**src/rtl/cp0_pkg.sv**
```systemverilog
// ============================================================================
//  Module      : cp0_pkg
//  Description : Shared CP0 register indices, field positions and ExcCodes.
//  Revision    : 1.0  initial release
// ============================================================================
`default_nettype none

package cp0_pkg;

  typedef enum logic [4:0] {
    REG_BADVADDR = 5'd8,
    REG_SR       = 5'd12,
    REG_CAUSE    = 5'd13,
    REG_EPC      = 5'd14,
    REG_PRID     = 5'd15
  } cp0_reg_e;

  typedef enum logic [4:0] {
    EXC_INT  = 5'd0,
    EXC_ADEL = 5'd4,
    EXC_ADES = 5'd5,
    EXC_RI   = 5'd10,
    EXC_OV   = 5'd12
  } exc_code_e;

  localparam int SR_IE         = 0;
  localparam int SR_EXL        = 1;
  localparam int SR_IM_LSB     = 10;
  localparam int CAUSE_BD      = 31;
  localparam int CAUSE_IP_LSB  = 10;
  localparam int CAUSE_EXC_LSB = 2;

endpackage

`default_nettype wire

```
**src/rtl/cp0_irq_pending.sv**
```systemverilog
// ============================================================================
//  Module      : cp0_irq_pending
//  Description : Per-line edge detect with sticky pending bits; level lines
//                pass straight through to the effective pending vector.
//  Revision    : 1.0  initial release
// ============================================================================
`default_nettype none

module cp0_irq_pending
  import cp0_pkg::*;
#(
  parameter int         NUM_HWINT = 6,
  parameter logic [5:0] EDGE_MASK = 6'b000000
) (
  input  logic                 clk,
  input  logic                 reset,
  input  logic [NUM_HWINT-1:0] hwint,
  input  logic                 clr_en,
  input  logic [NUM_HWINT-1:0] clr_keep,
  output logic [NUM_HWINT-1:0] ip
);

  localparam logic [NUM_HWINT-1:0] EDGE = EDGE_MASK[NUM_HWINT-1:0];

  logic [NUM_HWINT-1:0] pend_q, pend_d;
  logic [NUM_HWINT-1:0] prev_q, prev_d;
  logic [NUM_HWINT-1:0] clr_mask;

  // A fresh rising edge outranks a software clear in the same cycle.
  always_comb begin
    clr_mask = clr_en ? ~clr_keep : '0;
    pend_d   = (hwint & ~prev_q) | (pend_q & ~clr_mask);
    prev_d   = hwint;
  end

  always_ff @(posedge clk or negedge reset) begin
    if (!reset) begin
      pend_q <= '0;
      prev_q <= '0;
    end else begin
      pend_q <= pend_d;
      prev_q <= prev_d;
    end
  end

  assign ip = (EDGE & pend_q) | (~EDGE & hwint);

endmodule

`default_nettype wire

```
**src/rtl/cp0_ctrl_param.sv**
```systemverilog
// ============================================================================
//  Module      : cp0_ctrl_param
//  Description : MEM-stage coprocessor 0 (SR, Cause, EPC, PRId) with
//                exception/interrupt arbitration. Optional BadVAddr register
//                is built when CP0_BADVADDR_EN is defined.
//  Revision    : 1.0  initial release
// ============================================================================
`default_nettype none

module cp0_ctrl_param
  import cp0_pkg::*;
#(
  parameter int          NUM_HWINT = 6,
  parameter logic [5:0]  EDGE_MASK = 6'b000000,
  parameter logic [31:0] PRID_VAL  = 32'h0000_0700
) (
  input  logic                 clk,
  input  logic                 reset,
  input  logic [4:0]           ra,
  input  logic [4:0]           wa,
  input  logic                 we,
  input  logic [31:0]          wd,
  input  logic [31:0]          pc,
  input  logic                 bd,
  input  logic [4:0]           exc_code_in,
  input  logic                 eret,
  input  logic [NUM_HWINT-1:0] hwint,
`ifdef CP0_BADVADDR_EN
  input  logic [31:0]          bad_vaddr,
`endif
  output logic                 int_req,
  output logic [31:0]          epc_out,
  output logic [31:0]          rd,
  output logic                 exl_out
);

  localparam logic [31:0] WORD_MASK = 32'hFFFF_FFFC;

  logic [NUM_HWINT-1:0] im_q, im_d;
  logic                 exl_q, exl_d;
  logic                 ie_q, ie_d;
  logic                 bd_q, bd_d;
  logic [4:0]           code_q, code_d;
  logic [31:0]          epc_q, epc_d;

  logic [NUM_HWINT-1:0] ip;
  logic                 irq;
  logic                 exc;
  logic                 wr_ok;
  logic [31:0]          restart_pc;

  assign irq        = (|(ip & im_q)) & ie_q & ~exl_q;
  assign exc        = (exc_code_in != EXC_INT) & ~exl_q;
  assign int_req    = irq | exc;
  assign wr_ok      = we & ~int_req;
  assign restart_pc = bd ? (pc - 32'd4) : pc;

  cp0_irq_pending #(
    .NUM_HWINT (NUM_HWINT),
    .EDGE_MASK (EDGE_MASK)
  ) u_pending (
    .clk      (clk),
    .reset    (reset),
    .hwint    (hwint),
    .clr_en   (wr_ok & (wa == REG_CAUSE)),
    .clr_keep (wd[CAUSE_IP_LSB +: NUM_HWINT]),
    .ip       (ip)
  );

  // Exception entry outranks both mtc0 and eret; eret outranks an SR.EXL write.
  always_comb begin
    im_d   = im_q;
    exl_d  = exl_q;
    ie_d   = ie_q;
    bd_d   = bd_q;
    code_d = code_q;
    epc_d  = epc_q;
    if (int_req) begin
      exl_d  = 1'b1;
      code_d = irq ? EXC_INT : exc_code_in;
      bd_d   = bd;
      epc_d  = restart_pc & WORD_MASK;
    end else begin
      if (we && (wa == REG_SR)) begin
        im_d  = wd[SR_IM_LSB +: NUM_HWINT];
        exl_d = wd[SR_EXL];
        ie_d  = wd[SR_IE];
      end
      if (we && (wa == REG_EPC)) begin
        epc_d = wd & WORD_MASK;
      end
      if (eret) begin
        exl_d = 1'b0;
      end
    end
  end

  always_ff @(posedge clk or negedge reset) begin
    if (!reset) begin
      im_q   <= '0;
      exl_q  <= 1'b0;
      ie_q   <= 1'b0;
      bd_q   <= 1'b0;
      code_q <= '0;
      epc_q  <= '0;
    end else begin
      im_q   <= im_d;
      exl_q  <= exl_d;
      ie_q   <= ie_d;
      bd_q   <= bd_d;
      code_q <= code_d;
      epc_q  <= epc_d;
    end
  end

`ifdef CP0_BADVADDR_EN
  logic [31:0] badvaddr_q, badvaddr_d;

  always_comb begin
    badvaddr_d = badvaddr_q;
    if (exc && !irq && ((exc_code_in == EXC_ADEL) || (exc_code_in == EXC_ADES))) begin
      badvaddr_d = bad_vaddr;
    end
  end

  always_ff @(posedge clk or negedge reset) begin
    if (!reset) begin
      badvaddr_q <= '0;
    end else begin
      badvaddr_q <= badvaddr_d;
    end
  end
`endif

  // Read port shows state before this cycle's write.
  always_comb begin
    rd = '0;
    case (ra)
      REG_SR: begin
        rd[SR_IM_LSB +: NUM_HWINT] = im_q;
        rd[SR_EXL]                 = exl_q;
        rd[SR_IE]                  = ie_q;
      end
      REG_CAUSE: begin
        rd[CAUSE_BD]                  = bd_q;
        rd[CAUSE_IP_LSB +: NUM_HWINT] = ip;
        rd[CAUSE_EXC_LSB +: 5]        = code_q;
      end
      REG_EPC:  rd = epc_q;
      REG_PRID: rd = PRID_VAL;
`ifdef CP0_BADVADDR_EN
      REG_BADVADDR: rd = badvaddr_q;
`endif
      default: rd = '0;
    endcase
  end

  assign epc_out = epc_q;
  assign exl_out = exl_q;

endmodule

`default_nettype wire

```
**config.mk**
```make
export PLATFORM = sky130hd
export DESIGN_NAME = cp0_ctrl_param
export DESIGN_NICKNAME = d
export VERILOG_FILES = /design/src/rtl/cp0_pkg.sv /design/src/rtl/cp0_irq_pending.sv /design/src/rtl/cp0_ctrl_param.sv
export SDC_FILE = /design/constraint.sdc
export NUM_CORES = 1
export LEC_CHECK = 0
export ABC_CLOCK_PERIOD_IN_PS = 4640
export BUFFER_PORTS_ARGS = -buffer_cell sky130_fd_sc_hd__buf_2
export CORE_MARGIN = 3
export CORE_UTILIZATION = 51
export CTS_CLUSTER_DIAMETER = 150
export CTS_CLUSTER_SIZE = 12
export DETAILED_ROUTE_END_ITERATION = 10
export HOLD_SLACK_MARGIN = 0.05
export PLACE_DENSITY = 0.84
export SETUP_SLACK_MARGIN = 0.1
export SLEW_MARGIN = 20
export SYNTH_ARGS = -nofsm -noshare
export SYNTH_HDL_FRONTEND = slang
export SYNTH_SLANG_ARGS = --single-unit
```
**constraint.sdc**
```tcl
create_clock -name clk -period 4.64 [get_ports clk]
set_input_delay 0.928 -clock clk [delete_from_list [all_inputs] [get_ports clk]]
set_output_delay 0.928 -clock clk [all_outputs]
set_load 0.005 [all_outputs]
```
==> results.sh <==
export IMPL_n_fill_cell=509
export IMPL_power_share_sequential_pct=40.4
export IMPL_worst_setup_hold_path_clk_slew_ns=0.09
export IMPL_synth_avg_cell_area_um2=9.477
export IMPL_post_cts_hold_buffer_count=0
export IMPL_synth_top_flop_cell="dfrtp_1"
export IMPL_pin_count=156
export IMPL_startpoint_type="primary input"
export IMPL_path_cells="buf_2 > or4_1 > o21a_1 > nor2_4 > inv_1 > buf_2"
export IMPL_power_density_mw_per_mm2=424.8
export IMPL_initial_utilization_pct=54.57
export IMPL_power_leakage_nw=2.061
export IMPL_die_x_um=87.22
export IMPL_global_route_usage_total_pct=28.30
export IMPL_grt_pass1_wl_mm=16.86
export IMPL_relSlewSlack_pct=37.53
export IMPL_worst_path_most_repeated_cell="buf_2"
export IMPL_fmax_ghz=0.2999
export IMPL_critical_path_max_stage_delay_ns=0.55
export IMPL_total_switching_power_uw=689.9
export IMPL_synthesis_instances=355
export IMPL_chipHeight_um=87.22
export IMPL_numPlacedInstances=556
export IMPL_drt_wl_total_mm=11.04
export IMPL_critPathRequiredTime_ns=3.71
export IMPL_detail_route_drc_violations=0
export IMPL_max_cap_violations=0
export IMPL_setup_tns_final_ns=0
export IMPL_layout_area_seq_mm2=0.001101
export IMPL_unrepaired_setup_endpoints_after_global_routing="no"
export IMPL_gp_routability_congestion=0.8553
export IMPL_ys_seq_elements=44
export IMPL_clock_skew_final_ns=0.007385
export IMPL_multi_input_area_mm2=0.002027
export IMPL_detail_route_antenna_nets=0
export IMPL_post_synth_instance_area_mm2=0.003364
export IMPL_grt_remaining_overflow=0
export IMPL_dp_hpwl_mm=8.390
export IMPL_synth_edff_count=0
export IMPL_final_count_of_pins_violating_max_slew=0
export IMPL_area_delta_synth_final_pct=24.88
export IMPL_combinationalPowerShare_pct=43.1
export IMPL_cts_max_path_buffers=2
export IMPL_stdcell_count=566
export IMPL_critPathKind="primary input to output pin"
export IMPL_fin_nets=580
export IMPL_cts_num_sinks=44
export IMPL_synth_async_reset_ratio_pct=100.0
export IMPL_worst_pin_slew_ns=0.9344
export IMPL_worst_ir_drop_vdd_mv=0.2234
export IMPL_final_layout_size_suffix_gt1_share_pct=39.39
export IMPL_wire_per_inst_um=19.50
export IMPL_timing_critical_path_fanout_max=18
export IMPL_power_share_switching_pct=38.66
export IMPL_cts_repair_timing_setup_buffer_count=0
export IMPL_antenna_found_initial=0
export IMPL_min_path_type="flop to flop"
export IMPL_dr_pass1_iters=5
export IMPL_number_of_buffers_added_by_the_clock_tree_synthesis_step=5
export IMPL_timing_critical_path_to_type="output pin"
export IMPL_synth_distinct_cells=60
export IMPL_drt_iter0_markers=327
export IMPL_number_of_global_route_vias_before_repair=3426
export IMPL_ctsResizeCount=0
export IMPL_timing_critical_path_slowest_stage_cell="or4_1"
export IMPL_cts_root_buffer="clkbuf_8"
export IMPL_placementRows=28
export IMPL_synth_warning_count=0
export IMPL_io_buffers=151
export IMPL_clock_latency_at_the_later_pin_of_the_worst_skew_pair_ns=0.30
export IMPL_finalWorstPathRequiredPeriod_ns=3.334
export IMPL_design_die_area_mm2=0.007607
export IMPL_grt_max_degree=45
export IMPL_routed_via_count=3644
export IMPL_run_status="complete, no violations"
export IMPL_core_mm2=0.006166
export IMPL_hold_violations=0
export IMPL_seq_area_frac_synth_pct=32.73
export IMPL_critPathArrivalTime_ns=2.41
export IMPL_pwr_share_clk_pct=16.5
export IMPL_h_tree_level_count=2
export IMPL_post_drt_via_cell_ratio=6.438
export IMPL_tritoncts="yes"
export IMPL_p_int_mw=1.095
export IMPL_share_of_the_clock_period_used_by_the_worst_path_pct=71.85
export IMPL_report_final_setup_viol=0
==> power groups by stage <==
stage          clock network [mW]  logic [mW]  registers, mW
6_report                    0.294       0.770          0.721
5_1_grt                     0.312       0.843          0.739
4_1_cts                     0.298       0.768          0.712
3_5_place_dp                    0       0.764          0.720
3_3_place_gp                    0       0.732          0.712
2_1_floorplan                   0       0.458          0.691
==> cells by family (layout without fill, tap and decap cells) <==
group	after synthesis	after routing	share of synthesized area, %
buffers and inverters	43	177	7.326
adders and majority gates	1	1	0.3718
muxes	36	36	11.01
AOI/OAI and AO/OA	86	86	19.08
DFF	44	44	32.73
and+or+nand+nor	132	132	26.25
xor gates and xnor gates	12	12	3.124
other	1	3	0.1115
==> flip-flops by register name, summed over array words and instances, names as in the netlist <==
signal	count
ie_q	1
exl_out	1
epc_out	30
code_q	5
bd_q	1
im_q	6
==> layer usage <==
| layer | routed length, um | GRT usage, % | vias to the layer above |
|---|---|---|---|
| met1 | 4430 | 37.00 | 1706 |
| met2 | 5257 | 46.65 | 236 |
| li1 | - | - | 1667 |
| met4 | 325 | 11.02 | 0 |
| met5 | 0 | 0 | - |
| met3 | 1023 | 4.920 | 35 |
==> final cells by class <==
class                   instances  area share [%]
diodes                          1         0.05956
clock buffers                   5           1.638
clock inverters                 3           1.013
inverters                      10          0.8934
multi-input cells             269           48.24
repair buffers                159           19.71
flip-flops and latches         44           26.21
well taps                      75           2.233
==> final timing paths <==
check	slack, ns	startpoint	depth (start not counted)	to
min reg2reg	0.49	code_q[4]	1	code_q[4]
max reg2reg	2.64	im_q[2]	4	im_q[3]
min in group asynchronous	0.51	reset	1	epc_out[30]
max in group asynchronous	3.66	reset	2	epc_out[19]
min	0.49	code_q[4]	1	code_q[4]
max	1.31	exc_code_in[1]	6	int_req
==> cell usage in the layout (no fill, tap or decap), drive strengths merged, types with 2 or more instances in the layout <==
master / n
and4: 15
dfrtp: 44
a21oi: 7
o41ai: 4
or2: 3
conb: 2
a32o: 2
buf: 159
o21a: 3
or4: 11
a221oi: 5
nor2: 13
or4b: 2
nand3: 9
or3: 10
clkbuf: 5
a22o: 6
o31ai: 9
mux2i: 28
o21ai: 9
nand4b: 4
clkinv: 2
a31oi: 17
nor3: 5
inv: 9
a22oi: 3
nor4b: 2
xor2: 11
nand4: 4
and2: 2
mux2: 8
and3: 19
nand2: 6
nand3b: 3
o31a: 16
nor4: 20
==> per-stage QoR <==
step	power [mW]	hold slack [ns]	worst slack [ns]	cell area, um^2	utilization (%)
2_1_floorplan	1.149	0.4500	1.466	3368	-
3_3_place_gp	1.444	0.4638	1.332	4068	65.97
3_5_place_dp	1.484	0.4671	1.284	4068	65.97
4_1_cts	1.778	0.4875	1.317	4179	67.78
5_1_grt	1.894	0.5211	1.227	4199	68.10
6_report	1.785	0.4918	1.306	4202	68.14
==> synth_stat cells (3+ instances only) <==
library cell / number / area, um^2
or3_1: 8 / 50.05
a221oi_1: 5 / 43.79
o31a_1: 14 / 122.6
mux2_2: 8 / 90.09
clkbuf_1: 18 / 67.56
clkbuf_8: 5 / 68.82
buf_2: 4 / 20.02
and3_1: 19 / 118.9
buf_4: 4 / 30.03
a21oi_1: 7 / 35.03
or4_1: 9 / 67.56
mux2i_1: 28 / 280.3
xor2_1: 11 / 96.34
nand4_1: 4 / 25.02
nor4_1: 20 / 125.1
nor2_1: 12 / 45.04
nand3_1: 9 / 45.04
nand4b_1: 4 / 35.03
o21ai_0: 8 / 40.04
dfrtp_1: 44 / 1101
and4_1: 14 / 122.6
a22oi_1: 3 / 22.52
a22o_1: 6 / 52.55
nand2_1: 6 / 22.52
o41ai_1: 4 / 35.03
nor3_1: 5 / 25.02
inv_1: 9 / 33.78
o31ai_1: 9 / 67.56
nand3b_1: 3 / 22.52
or2_2: 3 / 18.77
o21a_1: 3 / 22.52
a31oi_1: 17 / 106.4
==> worst max-delay path, delay by kind of cell <==
family          cells  cell delay, ns
compound gates      1            0.43
buf+inv             3            0.32
simple gates        2            0.72
(Power assumes the default switching activity.)
